## config.mk

```make
export PLATFORM = sky130hd
export DESIGN_NAME = seq_mult_ctrl
export DESIGN_NICKNAME = d
export VERILOG_FILES = /design/src/rtl/seq_mult_ctrl.sv
export SDC_FILE = /design/constraint.sdc
export NUM_CORES = 1
export LEC_CHECK = 0
export CAP_MARGIN = 20
export CORE_MARGIN = 3
export CORE_UTILIZATION = 48
export DETAILED_ROUTE_END_ITERATION = 10
export PLACE_DENSITY = 0.81
export SYNTH_ARGS = -nofsm -noshare
export SYNTH_HDL_FRONTEND = slang
export SYNTH_SLANG_ARGS = --single-unit
```

## constraint.sdc

```tcl
create_clock -name clk -period 1.65 [get_ports clk]
set_clock_uncertainty 0.05 [all_clocks]
set_input_delay 0.33 -clock clk [delete_from_list [all_inputs] [get_ports clk]]
set_output_delay 0.33 -clock clk [all_outputs]
set_load 0.01 [all_outputs]
```

## src/rtl/seq_mult_ctrl.sv

```systemverilog
// Sequential shift-add multiplier with internal control FSM and start/done handshake.
// Supports unsigned and two's-complement operands of generic width via magnitude/sign split.
module seq_mult_ctrl #(
    parameter int WIDTH = 4
) (
    input  logic               clk,
    input  logic               clr,
    input  logic               start,
    input  logic               signed_mode,
    input  logic [WIDTH-1:0]   da,
    input  logic [WIDTH-1:0]   db,
    output logic               busy,
    output logic               done,
    output logic [2*WIDTH-1:0] p
);

    localparam int CW = (WIDTH > 2) ? $clog2(WIDTH) : 1;
    localparam logic [CW-1:0] LAST = CW'(WIDTH - 1);

    localparam logic [1:0] IDLE = 2'd0;
    localparam logic [1:0] CALC = 2'd1;
    localparam logic [1:0] FIX  = 2'd2;

    logic [1:0]         state;
    logic [WIDTH-1:0]   a;
    logic [WIDTH-1:0]   b;
    logic [2*WIDTH-1:0] acc;
    logic [CW-1:0]      cnt;
    logic               neg;

    logic [WIDTH:0]     sum;
    logic [2*WIDTH-1:0] acc_next;

    // Magnitude of the operand; -2^(WIDTH-1) maps onto itself, which is correct as unsigned.
    function automatic logic [WIDTH-1:0] magnitude(input logic [WIDTH-1:0] v, input logic en);
        return (en && v[WIDTH-1]) ? (~v + 1'b1) : v;
    endfunction

    function automatic logic [2*WIDTH-1:0] apply_sign(input logic [2*WIDTH-1:0] v, input logic n);
        return n ? (~v + 1'b1) : v;
    endfunction

    // One shift-add step: the WIDTH+1 bit sum keeps the carry, which is shifted into the MSB.
    always_comb begin
        sum      = {1'b0, acc[2*WIDTH-1:WIDTH]} + (b[0] ? {1'b0, a} : {(WIDTH+1){1'b0}});
        acc_next = {sum, acc[WIDTH-1:1]};
    end

    assign busy = (state == CALC) || (state == FIX);

    always_ff @(posedge clk) begin
        if (!clr) begin
            state <= IDLE;
            a     <= '0;
            b     <= '0;
            acc   <= '0;
            cnt   <= '0;
            neg   <= 1'b0;
            done  <= 1'b0;
            p     <= '0;
        end else begin
            done <= 1'b0;
            case (state)
                IDLE: begin
                    if (start) begin
                        a     <= magnitude(da, signed_mode);
                        b     <= magnitude(db, signed_mode);
                        neg   <= signed_mode & (da[WIDTH-1] ^ db[WIDTH-1]);
                        acc   <= '0;
                        cnt   <= '0;
                        state <= CALC;
                    end
                end
                CALC: begin
                    acc <= acc_next;
                    b   <= b >> 1;
                    cnt <= cnt + 1'b1;
                    if (cnt == LAST) begin
                        state <= FIX;
                    end
                end
                FIX: begin
                    p     <= apply_sign(acc, neg);
                    done  <= 1'b1;
                    state <= IDLE;
                end
                default: state <= IDLE;
            endcase
        end
    end

endmodule

```

* Word level (Yosys, flattened, before mapping)
Cells that the tools add are included.
Widths: inputs -> output; s select.
** Word-level totals
- Register bits :: 30
- Output and inout port bits :: 10
- Word-level logic and storage cells :: 45
** Cells by class
- Add/sub/neg operators :: 5
- Eq/ne operators :: 5
- Muxes and demuxes :: 14
- Bitwise gates (word level) :: 5
- Reduce and logical (&&, ||, !) cells :: 8
** Operators with widths (count)
- $mux 4 :: 4
- $mux 8 :: 2
- $pmux 8 s2 :: 1
- $add 4x1->4 const B :: 2
- $add 8x1->8 const B :: 1
- $not 4->4 :: 2
- $not 8->8 :: 1
- $pmux 2 s2 :: 2
- $pmux 4 s2 :: 1
- $mux 2 :: 3
- $reduce_and 2->1 :: 3
- $add 4x4->5 :: 1
- $eq 2x2->1 const B :: 2
- $add 2x1->2 const B :: 1
- $eq 2x1->1 const B :: 1
- $logic_and 1x1->1 :: 2
- $logic_not 2->1 :: 1
- $ne 2x1->1 const B :: 1
- $ne 2x2->1 const B :: 1
- $reduce_bool 2->1 :: 1
- $and 1x1->1 :: 1
- $logic_or 1x1->1 :: 1
- $mux 1 :: 1
- $xor 1x1->1 :: 1

* Longest topological paths before layout
- Depth after elaboration :: 5
- Gate-level depth with buffers :: 8
- Mapped depth without buffers :: 8

* Worst setup path after synthesis
No wires, ideal clock.
- Path kind :: flip-flop to flip-flop
- Start point :: register state[0]
- End point :: register acc[6]
- Arrival time :: 1.460 ns
- Required time :: 1.521 ns
- Path slack :: 0.061 ns
- Stages on the path, launching flop included :: 7
- Buffers on the path :: 1
- Clock period less this slack :: 1.589 ns
- Path through :: dfxtp_1 inv_1 ha_1 mux2i_1 buf_2 nand3_1 o211ai_1
** Between the ends
- Cells in the longest elaborated chain, start to end :: 3
** Ends and longest elaborated chain
- start: declaration :: line 24 : logic [1:0] state;
- start signal: assignment :: line 53 : state <= IDLE;
- start signal: assignment :: line 71 : state <= CALC;
- start signal: assignment :: line 79 : state <= FIX;
- $eq 2x1->1 / $logic_not 2->1 (equally long branches) :: line 63 : case (state)
- $reduce_bool 2->1 (no source line) / $ne 2x2->1 (equally long branches)
- $reduce_and 2->1 (no source line)
- end signal: assignment :: line 75 : acc <= acc_next;
- end: declaration :: line 27 : logic [2*WIDTH-1:0] acc;
Parallel ways exist; a longest one is shown, timed or not.
A chain may end at the register's enable or synchronous reset.

* Worst setup path in the final report
- Start point :: register b[0]
- End point :: register acc[5]
** Between the ends
- Cells in the longest elaborated chain, start to end :: 3
** Ends and longest elaborated chain
- start: declaration :: line 26 : logic [WIDTH-1:0] b;
- start signal: assignment :: line 67 : b <= magnitude(db, signed_mode);
- start signal: assignment :: line 76 : b <= b >> 1;
- $mux 4 :: line 45 : sum = {1'b0, acc[2*WIDTH-1:WIDTH]} + (b[0] ? {1'b0, a} : {(WIDTH+1){1'b0}});
- $add 4x4->5 :: line 45
- $pmux 8 s2 :: line 63
No other way between the ends.

==> metrics.txt <==
# TYPE chip_impl_metric gauge
chip_impl_info{name="outcome",value="complete, but fails checks"} 1
chip_impl_info{name="failed_checks",value="setup timing"} 1
chip_impl_metric{name="total_nets_after_synthesis",unit=""} 208
chip_impl_metric{name="dpl-instance-area",unit="µm²"} 1910
chip_impl_info{name="tritoncts",value="done"} 1
chip_impl_metric{name="synthesis.instances",unit=""} 182
chip_impl_metric{name="routed-via-count",unit=""} 1384
chip_impl_metric{name="cpPeakStageDelay",unit="ps"} 380
chip_impl_info{name="setup_repair_after_global_routing_missed_its_margin",value="yes"} 1
chip_impl_metric{name="number_of_antenna_violations_at_the_first_check_in_global_routing",unit=""} 0
chip_impl_metric{name="worst_endpoint_required_time",unit="ps"} 1840
chip_impl_metric{name="filler_cell_count",unit=""} 277
chip_impl_metric{name="floorplan.die_area",unit="µm²"} 4050
chip_impl_metric{name="io-pin-count",unit=""} 22
chip_impl_metric{name="grt_first_pass_wirelength",unit="µm"} 6220
chip_impl_metric{name="finalInstanceArea",unit="µm²"} 2060
chip_impl_metric{name="tightestPinTransition",unit="ps"} 568
chip_impl_metric{name="floorplan.initialDensity",unit="%"} 51.5
chip_impl_info{name="ctsRootBufferMaster",value="clkbuf_4"} 1
chip_impl_metric{name="clk_transition_reported_paths",unit="ps"} 100
chip_impl_metric{name="firstDrtPassIters",unit=""} 4
chip_impl_metric{name="global_route.overflow_total",unit=""} 0
chip_impl_metric{name="synth.cell_area",unit="µm²"} 1600
chip_impl_metric{name="post_drt_wl_per_cell",unit="µm"} 14.5
chip_impl_metric{name="die_y",unit="µm"} 63.7
chip_impl_info{name="timing.critical_path.cells",value="and2_4 -> ha_4 -> inv_2 -> fa_2 -> buf_6 -> xnor2_1 -> a22oi_1 -> nor2_1"} 1
chip_impl_metric{name="sinks_on_the_clock_net",unit=""} 30
chip_impl_metric{name="cap_violations",unit=""} 0
chip_impl_metric{name="place_hpwl",unit="µm"} 2710
chip_impl_metric{name="insertion_delay",unit="ps"} 340
chip_impl_metric{name="vias_in_the_first_global_route",unit=""} 1381
chip_impl_metric{name="worst-endpoint-arrival",unit="ps"} 1850
chip_impl_metric{name="detail-route-antenna-nets",unit=""} 0
chip_impl_metric{name="route.detailed.vias_per_inst",unit=""} 5.34
chip_impl_metric{name="critPathMaxFanout",unit=""} 2
chip_impl_metric{name="postLayoutCoreUtil",unit="%"} 66.4
chip_impl_metric{name="drc_errors",unit=""} 0
chip_impl_metric{name="synthesis.yosys.warnings",unit=""} 0
chip_impl_metric{name="final_cell_count_no_fill",unit=""} 259
chip_impl_metric{name="fin_tns_setup",unit="ps"} -12.5
chip_impl_metric{name="synthToLayoutAreaGrowth",unit="%"} 29.0
chip_impl_metric{name="synth_seq_area_share",unit="%"} 37.6
chip_impl_metric{name="ys_ff_latch",unit=""} 30
chip_impl_metric{name="syn_avg_cell_area",unit="µm²"} 8.77
chip_impl_metric{name="max_slew_margin",unit="%"} 62.2
chip_impl_metric{name="finalMaxSlewViolations",unit=""} 0
chip_impl_metric{name="dp_cells",unit=""} 249
chip_impl_metric{name="cellPowerDensity",unit="nW/µm²"} 1170
chip_impl_metric{name="layout-drive-gt1-share",unit="%"} 18.1
chip_impl_metric{name="clock_tree.htree_level_count",unit=""} 2
chip_impl_info{name="worstSetupPathType",value="reg -> reg"} 1
chip_impl_metric{name="number_of_buffers_inserted_for_hold_repair_after_clock_tree_synthesis",unit=""} 0
chip_impl_metric{name="pin_count_of_the_biggest_net_entering_global_routing",unit=""} 17
chip_impl_metric{name="max_clock_freq",unit="MHz"} 602
chip_impl_metric{name="post-route-min-period",unit="ps"} 1660
chip_impl_info{name="worstHoldPathType",value="reg -> reg"} 1
chip_impl_metric{name="post-layout-total-power",unit="W"} 0.00240
chip_impl_metric{name="cts.path.max_buffers",unit=""} 2
chip_impl_metric{name="final_net_count",unit=""} 241
chip_impl_info{name="worstSetupStartpointType",value="flip-flop"} 1
chip_impl_metric{name="drtIter0Drc",unit=""} 62
chip_impl_metric{name="post_synth_num_cell_types",unit=""} 33
chip_impl_metric{name="place.gp.congestion",unit=""} 0.849
chip_impl_metric{name="grt_use_total",unit="%"} 19.8
chip_impl_metric{name="worst_vdd_rail_ir_drop",unit="mV"} 0.883
chip_impl_metric{name="core_area",unit="µm²"} 3100
chip_impl_metric{name="report.final.setup_viol",unit=""} 1
chip_impl_metric{name="die_x",unit="µm"} 63.7
chip_impl_metric{name="power.leakage",unit="nW"} 0.830
chip_impl_metric{name="fin_ws",unit="ps"} -12.5
chip_impl_metric{name="cts_inserted_buffers",unit=""} 5
chip_impl_metric{name="std_cell_rows",unit=""} 20
chip_impl_metric{name="n_antenna_cell",unit=""} 0
chip_impl_info{name="critPathSlowestCell",value="fa_2"} 1
chip_impl_metric{name="finalHoldViolCount",unit=""} 0
chip_impl_metric{name="final_min_period_over_clock_period",unit="%"} 101
chip_impl_info{name="critical_path.endpoint_type",value="flip-flop"} 1
chip_impl_metric{name="port-buffer-count",unit=""} 21
chip_impl_metric{name="totalWireLength",unit="µm"} 3750
-- final cells by class --
class | instances | area, µm² | share of cell area (%)
clock buffers | 6 | 51.3 | 2.49
multi-input cells | 129 | 950 | 46.1
flip-flops and latches | 30 | 604 | 29.3
clock inverters | 1 | 30.0 | 1.46
inverters | 14 | 52.6 | 2.55
repair buffers | 35 | 317 | 15.4
well taps | 44 | 55.1 | 2.67
-- routing by layer --
metal,wire [µm],vias up,track usage (%)
met2,1920,33,33.9
li1,-,696,-
met4,97,0,10.5
met1,1590,646,22.8
met3,143,9,4.28
met5,0,-,0
-- critical path, delay by kind of cell, from the launching register on --
| kind | cells | cell delay (ps) |
|---|---|---|
| fa+ha+maj | 2 | 500 |
| flops | 1 | 340 |
| simple gates | 2 | 230 |
| buf+inv | 2 | 170 |
| compound gates | 1 | 150 |
| xor+xnor | 1 | 120 |
-- through the flow --
step,hold slack (ps),setup WS [ps]
final,419,-12.5
after CTS,418,6.38
after detailed placement,403,-172
after floorplan,379,61.1
after global routing,450,-55.3
after global placement,389,-53.6
-- kinds of logic after synthesis --
group	synth area share, %
AO/OA/AOI/OAI	18.8
XOR/XNOR	5.49
adder cells (fa/ha/maj)	11.4
buffers and inverters	5.56
flip-flops	37.6
multiplexers	4.39
AND/OR/NAND/NOR	16.7
-- Yosys cell counts --
library cell  number  area, µm²
mux2i_1            7       70.1
clkbuf_1           7       26.3
nand2_1           11       41.3
ha_1              13        163
o21a_1             2       15.0
dfxtp_1           30        601
a311oi_1           2       17.5
a22oi_1            7       52.6
nor2b_1            2       12.5
and2_1             6       37.5
xnor2_1            7       61.3
fa_1               1       20.0
a21boi_0           1       7.51
or3_4              1       11.3
or4_1              1       7.51
o31ai_1            5       37.5
nand2b_1           2       12.5
clkbuf_2           1       5.00
a21o_1             1       7.51
o211ai_1           1       7.51
nand3_1            6       30.0
buf_2              1       5.00
nand3b_1           2       15.0
o31ai_4            1       21.3
inv_1             14       52.6
nor2_1            23       86.3
a211oi_2           1       12.5
a211oi_1           5       37.5
xor2_1             3       26.3
a21oi_1            9       45.0
nand4_1            2       12.5
o2bb2ai_1          1       8.76
o21ai_0            6       30.0
-- worst paths after layout --
check        cells after the start  slack (ps)      to  startpoint
min reg2reg                      2         420    b[3]        b[3]
max reg2reg                      8         -10  acc[5]        b[0]
max                              8         -10  acc[5]        b[0]
min                              2         420    b[3]        b[3]
-- state kept, by name, indices dropped and copies added (netlist names) --
signal and cells:
cnt 2, state 2, acc 8, p 8, b 4, a 4
done 1, neg 1
-- what timing repair did --
action	CTS	global route
hold endpoints to repair	0	0
pin swaps	0	9
buffers inserted	1	2
setup endpoints to repair	3	5
gates resized for setup	8	14
-- layout by cell type (no fill, tap or decap), drive strengths merged, types with 3 or more instances in the layout --
master / count
dfxtp: 30
a21oi: 9
mux2i: 7
inv: 14
xor2: 3
buf: 15
nand2: 11
ha: 13
nor2: 23
o21ai: 6
a22oi: 7
o31ai: 6
nand3: 6
and2: 6
xnor2: 7
a211oi: 6
clkbuf: 6
clkdlybuf4s50: 19
-- power by group --
group | internal [W] | switching [W]
sequential | 0.000846 | 0.0000710
combinational | 0.000396 | 0.000478
clock | 0.000352 | 0.000262
Power figures use the tool's default switching activity.
